### config.mk
export PLATFORM = sky130hd
export DESIGN_NAME = fetch_unit_flat
export DESIGN_NICKNAME = d
export VERILOG_FILES = /design/src/rtl/fetch_unit_pkg.sv /design/src/rtl/fetch_unit_if.sv /design/src/rtl/fetch_unit_fifo.sv /design/src/rtl/fetch_unit.sv /design/src/flat_wrapper.sv
export SDC_FILE = /design/constraint.sdc
export NUM_CORES = 1
export LEC_CHECK = 0
export ABC_AREA = 1
export BUFFER_PORTS_ARGS = -buffer_cell sky130_fd_sc_hd__buf_2
export CORE_MARGIN = 2
export CORE_UTILIZATION = 45
export DETAILED_ROUTE_END_ITERATION = 10
export PLACE_DENSITY = 0.67
export SYNTH_ARGS = -nofsm -noshare
export SYNTH_HDL_FRONTEND = slang
export SYNTH_SLANG_ARGS = --single-unit
### constraint.sdc
create_clock -name clk -period 4.6 [get_ports clk]
set_clock_uncertainty 0.1 [all_clocks]
set_input_delay 0.92 -clock clk [delete_from_list [all_inputs] [get_ports clk]]
set_output_delay 0.92 -clock clk [all_outputs]
set_load 0.05 [all_outputs]
### src/rtl/fetch_unit_pkg.sv
// Shared types and constants for the instruction-fetch stage.
package chronos_pkg;

  localparam int          DEFAULT_XLEN     = 32;
  localparam logic [31:0] DEFAULT_NOP_INST = 32'h0000_0013;
  localparam logic [6:0]  OPC_JAL          = 7'b1101111;

  typedef enum logic [1:0] {
    REQ,
    WAIT,
    DROP
  } fetch_state_t;

  typedef struct packed {
    logic [DEFAULT_XLEN-1:0] pc;
    logic [31:0]             inst;
    logic                    pred;
  } fq_entry_t;

endpackage

### src/rtl/fetch_unit_if.sv
// Instruction-memory request/response bus between the fetch stage and imem.
interface fetch_unit_if #(
  parameter int XLEN = chronos_pkg::DEFAULT_XLEN
);

  logic            imem_req;
  logic [XLEN-1:0] imem_addr;
  logic            imem_gnt;
  logic            imem_rvalid;
  logic [31:0]     imem_rdata;

  modport master (
    output imem_req,
    output imem_addr,
    input  imem_gnt,
    input  imem_rvalid,
    input  imem_rdata
  );

  modport slave (
    input  imem_req,
    input  imem_addr,
    output imem_gnt,
    output imem_rvalid,
    output imem_rdata
  );

endinterface

### src/rtl/fetch_unit_fifo.sv
// Synchronous IF/ID fetch queue with flush, occupancy count and same-cycle push/pop.
module fetch_fifo
  import chronos_pkg::*;
#(
  parameter int DEPTH = 4
) (
  input  logic                       clk,
  input  logic                       rst,
  input  logic                       flush,
  input  logic                       push,
  input  logic                       pop,
  input  fq_entry_t                  wdata,
  output fq_entry_t                  head,
  output logic [$clog2(DEPTH+1)-1:0] count
);

  localparam int CW = $clog2(DEPTH + 1);
  localparam int AW = $clog2(DEPTH);

  fq_entry_t       mem [DEPTH];
  logic [AW-1:0]   rd_ptr;
  logic [AW-1:0]   wr_ptr;
  logic            full;
  logic            empty;
  logic            do_push;
  logic            do_pop;

  assign full    = (count == CW'(DEPTH));
  assign empty   = (count == '0);
  assign do_pop  = pop && !empty;
  // A pop frees the slot, so a push into a full queue is fine in the same cycle.
  assign do_push = push && !flush && (!full || do_pop);
  assign head    = mem[rd_ptr];

  always_ff @(posedge clk) begin
    if (rst || flush) begin
      rd_ptr <= '0;
      wr_ptr <= '0;
      count  <= '0;
    end else begin
      if (do_push) wr_ptr <= wr_ptr + AW'(1);
      if (do_pop)  rd_ptr <= rd_ptr + AW'(1);
      count <= count + CW'(do_push) - CW'(do_pop);
    end
  end

  always_ff @(posedge clk) begin
    if (do_push) mem[wr_ptr] <= wdata;
  end

endmodule

### src/rtl/fetch_unit.sv
// Instruction-fetch stage: PC generation, single-outstanding imem handshake, IF/ID queue.
// Optional JAL predecode redirect is enabled by defining CHRONOS_FETCH_JAL_PREDICT_EN.
module fetch_unit
  import chronos_pkg::*;
#(
  parameter int              XLEN     = DEFAULT_XLEN,
  parameter logic [XLEN-1:0] RESET_PC = '0,
  parameter int              FQ_DEPTH = 4,
  parameter logic [31:0]     NOP_INST = DEFAULT_NOP_INST
) (
  input  logic            clk,
  input  logic            rst,
  input  logic            en,
  input  logic            redirect_valid,
  input  logic [XLEN-1:0] redirect_pc,
  fetch_unit_if.master    imem,
  output logic            id_valid,
  output logic [31:0]     id_inst,
  output logic [XLEN-1:0] id_pc,
  output logic            id_pred,
  input  logic            id_ready,
  input  logic            nop_sel
);

  localparam int CW = $clog2(FQ_DEPTH + 1);

  fetch_state_t    state;
  fetch_state_t    state_next;
  logic [XLEN-1:0] pc;
  logic [XLEN-1:0] pc_next;
  logic [XLEN-1:0] req_pc;
  logic [XLEN-1:0] req_pc_next;
  logic [CW-1:0]   count;
  logic            issue;
  logic            push;
  logic            pop;
  logic            has_entry;
  fq_entry_t       push_entry;
  fq_entry_t       head;

  // The count check keeps one slot free for the response of the request being issued.
  assign issue = !rst && (state == REQ) && en && !redirect_valid &&
                 (count < CW'(FQ_DEPTH));

  assign imem.imem_req  = issue;
  assign imem.imem_addr = pc;

  assign has_entry = (count != '0);
  assign pop       = has_entry && id_ready && !nop_sel;

`ifdef CHRONOS_FETCH_JAL_PREDICT_EN
  logic [31:0]     jal_imm;
  logic [XLEN-1:0] jal_target;

  assign jal_imm = {{11{imem.imem_rdata[31]}}, imem.imem_rdata[31], imem.imem_rdata[19:12],
                    imem.imem_rdata[20], imem.imem_rdata[30:21], 1'b0};
  assign jal_target = req_pc + XLEN'($signed(jal_imm));
`endif

  always_comb begin
    push_entry.pc   = req_pc;
    push_entry.inst = imem.imem_rdata;
    push_entry.pred = 1'b0;
`ifdef CHRONOS_FETCH_JAL_PREDICT_EN
    push_entry.pred = (imem.imem_rdata[6:0] == OPC_JAL);
`endif
  end

  always_ff @(posedge clk) begin
    if (rst) begin
      state  <= REQ;
      pc     <= RESET_PC;
      req_pc <= RESET_PC;
    end else begin
      state  <= state_next;
      pc     <= pc_next;
      req_pc <= req_pc_next;
    end
  end

  // Redirect outranks everything; otherwise walk REQ -> WAIT -> REQ, or DROP a stale response.
  always_comb begin
    state_next  = state;
    pc_next     = pc;
    req_pc_next = req_pc;
    push        = 1'b0;

    if (redirect_valid) begin
      pc_next = redirect_pc & ~XLEN'(3);
      unique case (state)
        REQ:     state_next = imem.imem_gnt ? DROP : REQ;
        WAIT:    state_next = imem.imem_rvalid ? REQ : DROP;
        DROP:    state_next = DROP;
        default: state_next = REQ;
      endcase
    end else begin
      unique case (state)
        REQ: begin
          if (issue && imem.imem_gnt) begin
            req_pc_next = pc;
            pc_next     = pc + XLEN'(4);
            state_next  = WAIT;
          end
        end
        WAIT: begin
          if (imem.imem_rvalid) begin
            push       = 1'b1;
            state_next = REQ;
`ifdef CHRONOS_FETCH_JAL_PREDICT_EN
            if (push_entry.pred) pc_next = jal_target;
`endif
          end
        end
        DROP: begin
          if (imem.imem_rvalid) state_next = REQ;
        end
        default: state_next = REQ;
      endcase
    end
  end

  fetch_fifo #(
    .DEPTH (FQ_DEPTH)
  ) u_fifo (
    .clk   (clk),
    .rst   (rst),
    .flush (redirect_valid),
    .push  (push),
    .pop   (pop),
    .wdata (push_entry),
    .head  (head),
    .count (count)
  );

  // Bubble injection shows the head PC but never consumes the entry.
  assign id_valid = has_entry || nop_sel;
  assign id_inst  = nop_sel ? NOP_INST : (has_entry ? head.inst : 32'h0);
  assign id_pc    = has_entry ? head.pc : '0;
  assign id_pred  = (has_entry && !nop_sel) ? head.pred : 1'b0;

endmodule

### src/flat_wrapper.sv
// flat-port wrapper written by rule: the top's interface ports become plain ports
module fetch_unit_flat import chronos_pkg::*;
#(
  parameter int              XLEN     = DEFAULT_XLEN,
  parameter logic [XLEN-1:0] RESET_PC = '0,
  parameter int              FQ_DEPTH = 4,
  parameter logic [31:0]     NOP_INST = DEFAULT_NOP_INST
)
  (clk, rst, en, redirect_valid, redirect_pc, id_valid, id_inst, id_pc, id_pred, id_ready, nop_sel, imem_imem_req, imem_imem_addr, imem_imem_gnt, imem_imem_rvalid, imem_imem_rdata);
  fetch_unit_if #(.XLEN(XLEN)) imem_i ();
  input  logic clk;
  input  logic rst;
  input  logic en;
  input  logic redirect_valid;
  input  logic [XLEN-1:0] redirect_pc;
  output logic id_valid;
  output logic [31:0] id_inst;
  output logic [XLEN-1:0] id_pc;
  output logic id_pred;
  input  logic id_ready;
  input  logic nop_sel;
  output wire logic [$bits(imem_i.imem_req)-1:0] imem_imem_req;
  output wire logic [$bits(imem_i.imem_addr)-1:0] imem_imem_addr;
  input wire logic [$bits(imem_i.imem_gnt)-1:0] imem_imem_gnt;
  input wire logic [$bits(imem_i.imem_rvalid)-1:0] imem_imem_rvalid;
  input wire logic [$bits(imem_i.imem_rdata)-1:0] imem_imem_rdata;
  assign imem_imem_req = imem_i.imem_req;
  assign imem_imem_addr = imem_i.imem_addr;
  assign imem_i.imem_gnt = imem_imem_gnt;
  assign imem_i.imem_rvalid = imem_imem_rvalid;
  assign imem_i.imem_rdata = imem_imem_rdata;
  fetch_unit #(.XLEN(XLEN), .RESET_PC(RESET_PC), .FQ_DEPTH(FQ_DEPTH), .NOP_INST(NOP_INST)) u_core (.clk(clk), .rst(rst), .en(en), .redirect_valid(redirect_valid), .redirect_pc(redirect_pc), .imem(imem_i), .id_valid(id_valid), .id_inst(id_inst), .id_pc(id_pc), .id_pred(id_pred), .id_ready(id_ready), .nop_sel(nop_sel));
endmodule
==> summary.txt <==
fraction of layout cells with a size suffix above 1: 0.170
most frequent cells in the layout: nor2_1 (329), edfxtp_1 (248), o21ai_0 (164), buf_2 (163), nand2_1 (123)
Via density: 5.23
# DRC: 0
total CTS buffers: 35
Total GRT Usage: 0.196
initial DRC count: 761
leakage power: 5.86 nW
effective utilization at floorplan: 0.460
Post-Layout Inst Area: 15600 µm²
global-route wire length before repair: 47.8 mm
Die Span X: 176 µm
row count: 62
register area share after synthesis: 0.666
post-route minimum period: 3970 ps
area grow syn2layout: 17.3%
Post-synth EDFFs: 248
Max Root-Sink Buffers: 3
final RePlAce weighted congestion: 0.844
Synth Flop Type: edfxtp_1
peak supply drop: 0.214 mV
Worst path max stage delay: 790 ps
antenna violations before repair: 1
normalized max-slew margin: 0.447
Placed Area: 14500 µm²
post-synth top area share: 0.559
syn avg cell area: 10.3 µm²
fin util: 0.540
max_cap viols: 0
post-synthesis async set-or-reset flop share: 0
Setup Buffers After CTS: 0
synth unique cells: 40
Yosys reg bits: 319
Syn Std Cell Area: 13300 µm²
DR pass1 iterations: 5
H-Tree Depth: 2
Overflow after GRT: 0
fin nets: 1526
hold buffers post-CTS: 0
Fmax: 252 MHz
Slew Limit Fails: 0
Synth Warn #: 0
Slowest cell on crit path: dfxtp_4
# clock sinks: 319
Core ar.: 28900 µm²
Worst R2R Start: u_core.u_fifo.count[1]
P per Cell Area: 395 nW/µm²
Worst Hold Class: flop to flop
post-place setup slack: 1010 ps
WL final: 31.2 mm
Final period util: 0.862
critical-path cell list: inv_2 -> buf_12 -> o21ai_0 -> o22ai_1 -> o21a_1 -> buf_2
RSZ-0062 raised after global routing: false
Final ANT Viol Nets: 0
final worst slack: 633 ps
CP Launch Type: flop
top post-synthesis cells by area: edfxtp_1 (56%), dfxtp_1 (11%), nor2_1 (9.4%), o21ai_0 (6.2%), a21oi_1 (3.8%)
clock-pin transition on the worst setup and hold timing paths: 60 ps
die height: 176 µm
estimated wirelength of the detail-placed design: 18.1 mm
Non-Filler Instances: 1853
worst skew pair latency: 500 ps
CP arrival: 2950 ps
# port buffers: 163
vias in the first global route: 8986
WL/cell: 16.8 µm
worst slew pin tran: 830 ps
Setup violations, final: 0
post-synthesis cell count: 1298
commonest non-fill, non-tap cell in the layout: nor2_1
Setup CP Type: flop to primary output
CTS tree: built
I/O pin cnt: 171
CP max FO: 76
outcome: completed
WP data required: 3580 ps
final hold vios: 0
Setup TNS Final: 0 ps
leading area contributor after synthesis: edfxtp_1
Placed Cells incl. Taps: 1789
largest net degree at the start of global routing: 77
HP Start: u_core.u_fifo.rd_ptr[1]
Worst Setup End Kind: primary output
die footprint: 31000 µm²
total number of vias: 9684
CTS resizes: 0
clk root buf: clkbuf_16
-- path summary, 6_finish.rpt --
kind                                          endpoint  slack, ps  depth (start not counted)
worst max-delay path                        id_inst[1]        630                          6
worst min-delay path                              flop        350                          2
worst max register to register  u_core.u_fifo.count[2]       1600                         13
worst min register to register                    flop        350                          2
-- metal layers --
metal / up-vias / routed length (µm) / GRT usage
li1: 4726 / - / -
met1: 4554 / 14300 / 0.275
met2: 353 / 14100 / 0.317
met3: 51 / 2130 / 0.0325
met4: 0 / 635 / 0.0534
met5: - / 0 / 0
-- state kept, by name (all words and copies together), names as in the netlist, named ones only --
register               count
u_core.u_fifo.mem        248
u_core.u_fifo.count        3
u_core.imem.imem_addr     30
u_core.state               2
u_core.u_fifo.rd_ptr       2
u_core.u_fifo.wr_ptr       2
u_core.req_pc             30
-- metrics by stage --
| step | power, mW | hold slack, ps |
|---|---|---|
| 2_1_floorplan | 3.39 | 336 |
| 3_3_place_gp | 3.47 | 348 |
| 3_5_place_dp | 3.48 | 355 |
| 4_1_cts | 6.22 | 359 |
| 5_1_grt | 6.37 | 388 |
| 6_report | 6.17 | 353 |
-- critical path: cells and delay by family, from the launching register on --
| kind | cells | cell delay [ps] |
|---|---|---|
| buffers and inverters | 3 | 1090 |
| flip-flops | 1 | 790 |
| AO/OA/AOI/OAI | 3 | 530 |
-- final cells by class --
class | count | area [µm²]
Fill cell | 2491 | 13300
Inverter | 69 | 264
Clock inverter | 18 | 178
Timing Repair Buffer | 177 | 983
Antenna cell | 2 | 5.00
Sequential cell | 319 | 8870
Clock buffer | 44 | 962
Multi-Input combinational cell | 840 | 3880
Tap cell | 384 | 480
-- report_power, final --
part	switching (mW)	internal, mW	leakage (nW)	total (mW)
registers	0.0422	3.12	2.67	3.16
logic	0.187	0.0717	2.64	0.258
clock network	1.09	1.66	0.552	2.75
total	1.32	4.85	5.86	6.17
-- synthesized netlist by cell type, types with 5 or more instances --
master,n
o21ai_0,164
dfxtp_1,71
buf_4,9
nor3_1,14
edfxtp_1,248
buf_2,19
inv_1,64
nor2_2,5
a21oi_1,100
nor2_1,333
clkbuf_1,40
nand3_1,39
ha_1,11
nand2_1,123
-- cell families after synthesis --
group           share of synthesized area
simple gates                        0.161
xor+xnor                          0.00395
buf+inv                            0.0468
fa+ha+maj                          0.0118
flops                               0.666
compound gates                      0.111
other cells                      0.000282
No activity file was read; power rests on OpenSTA's default activity.
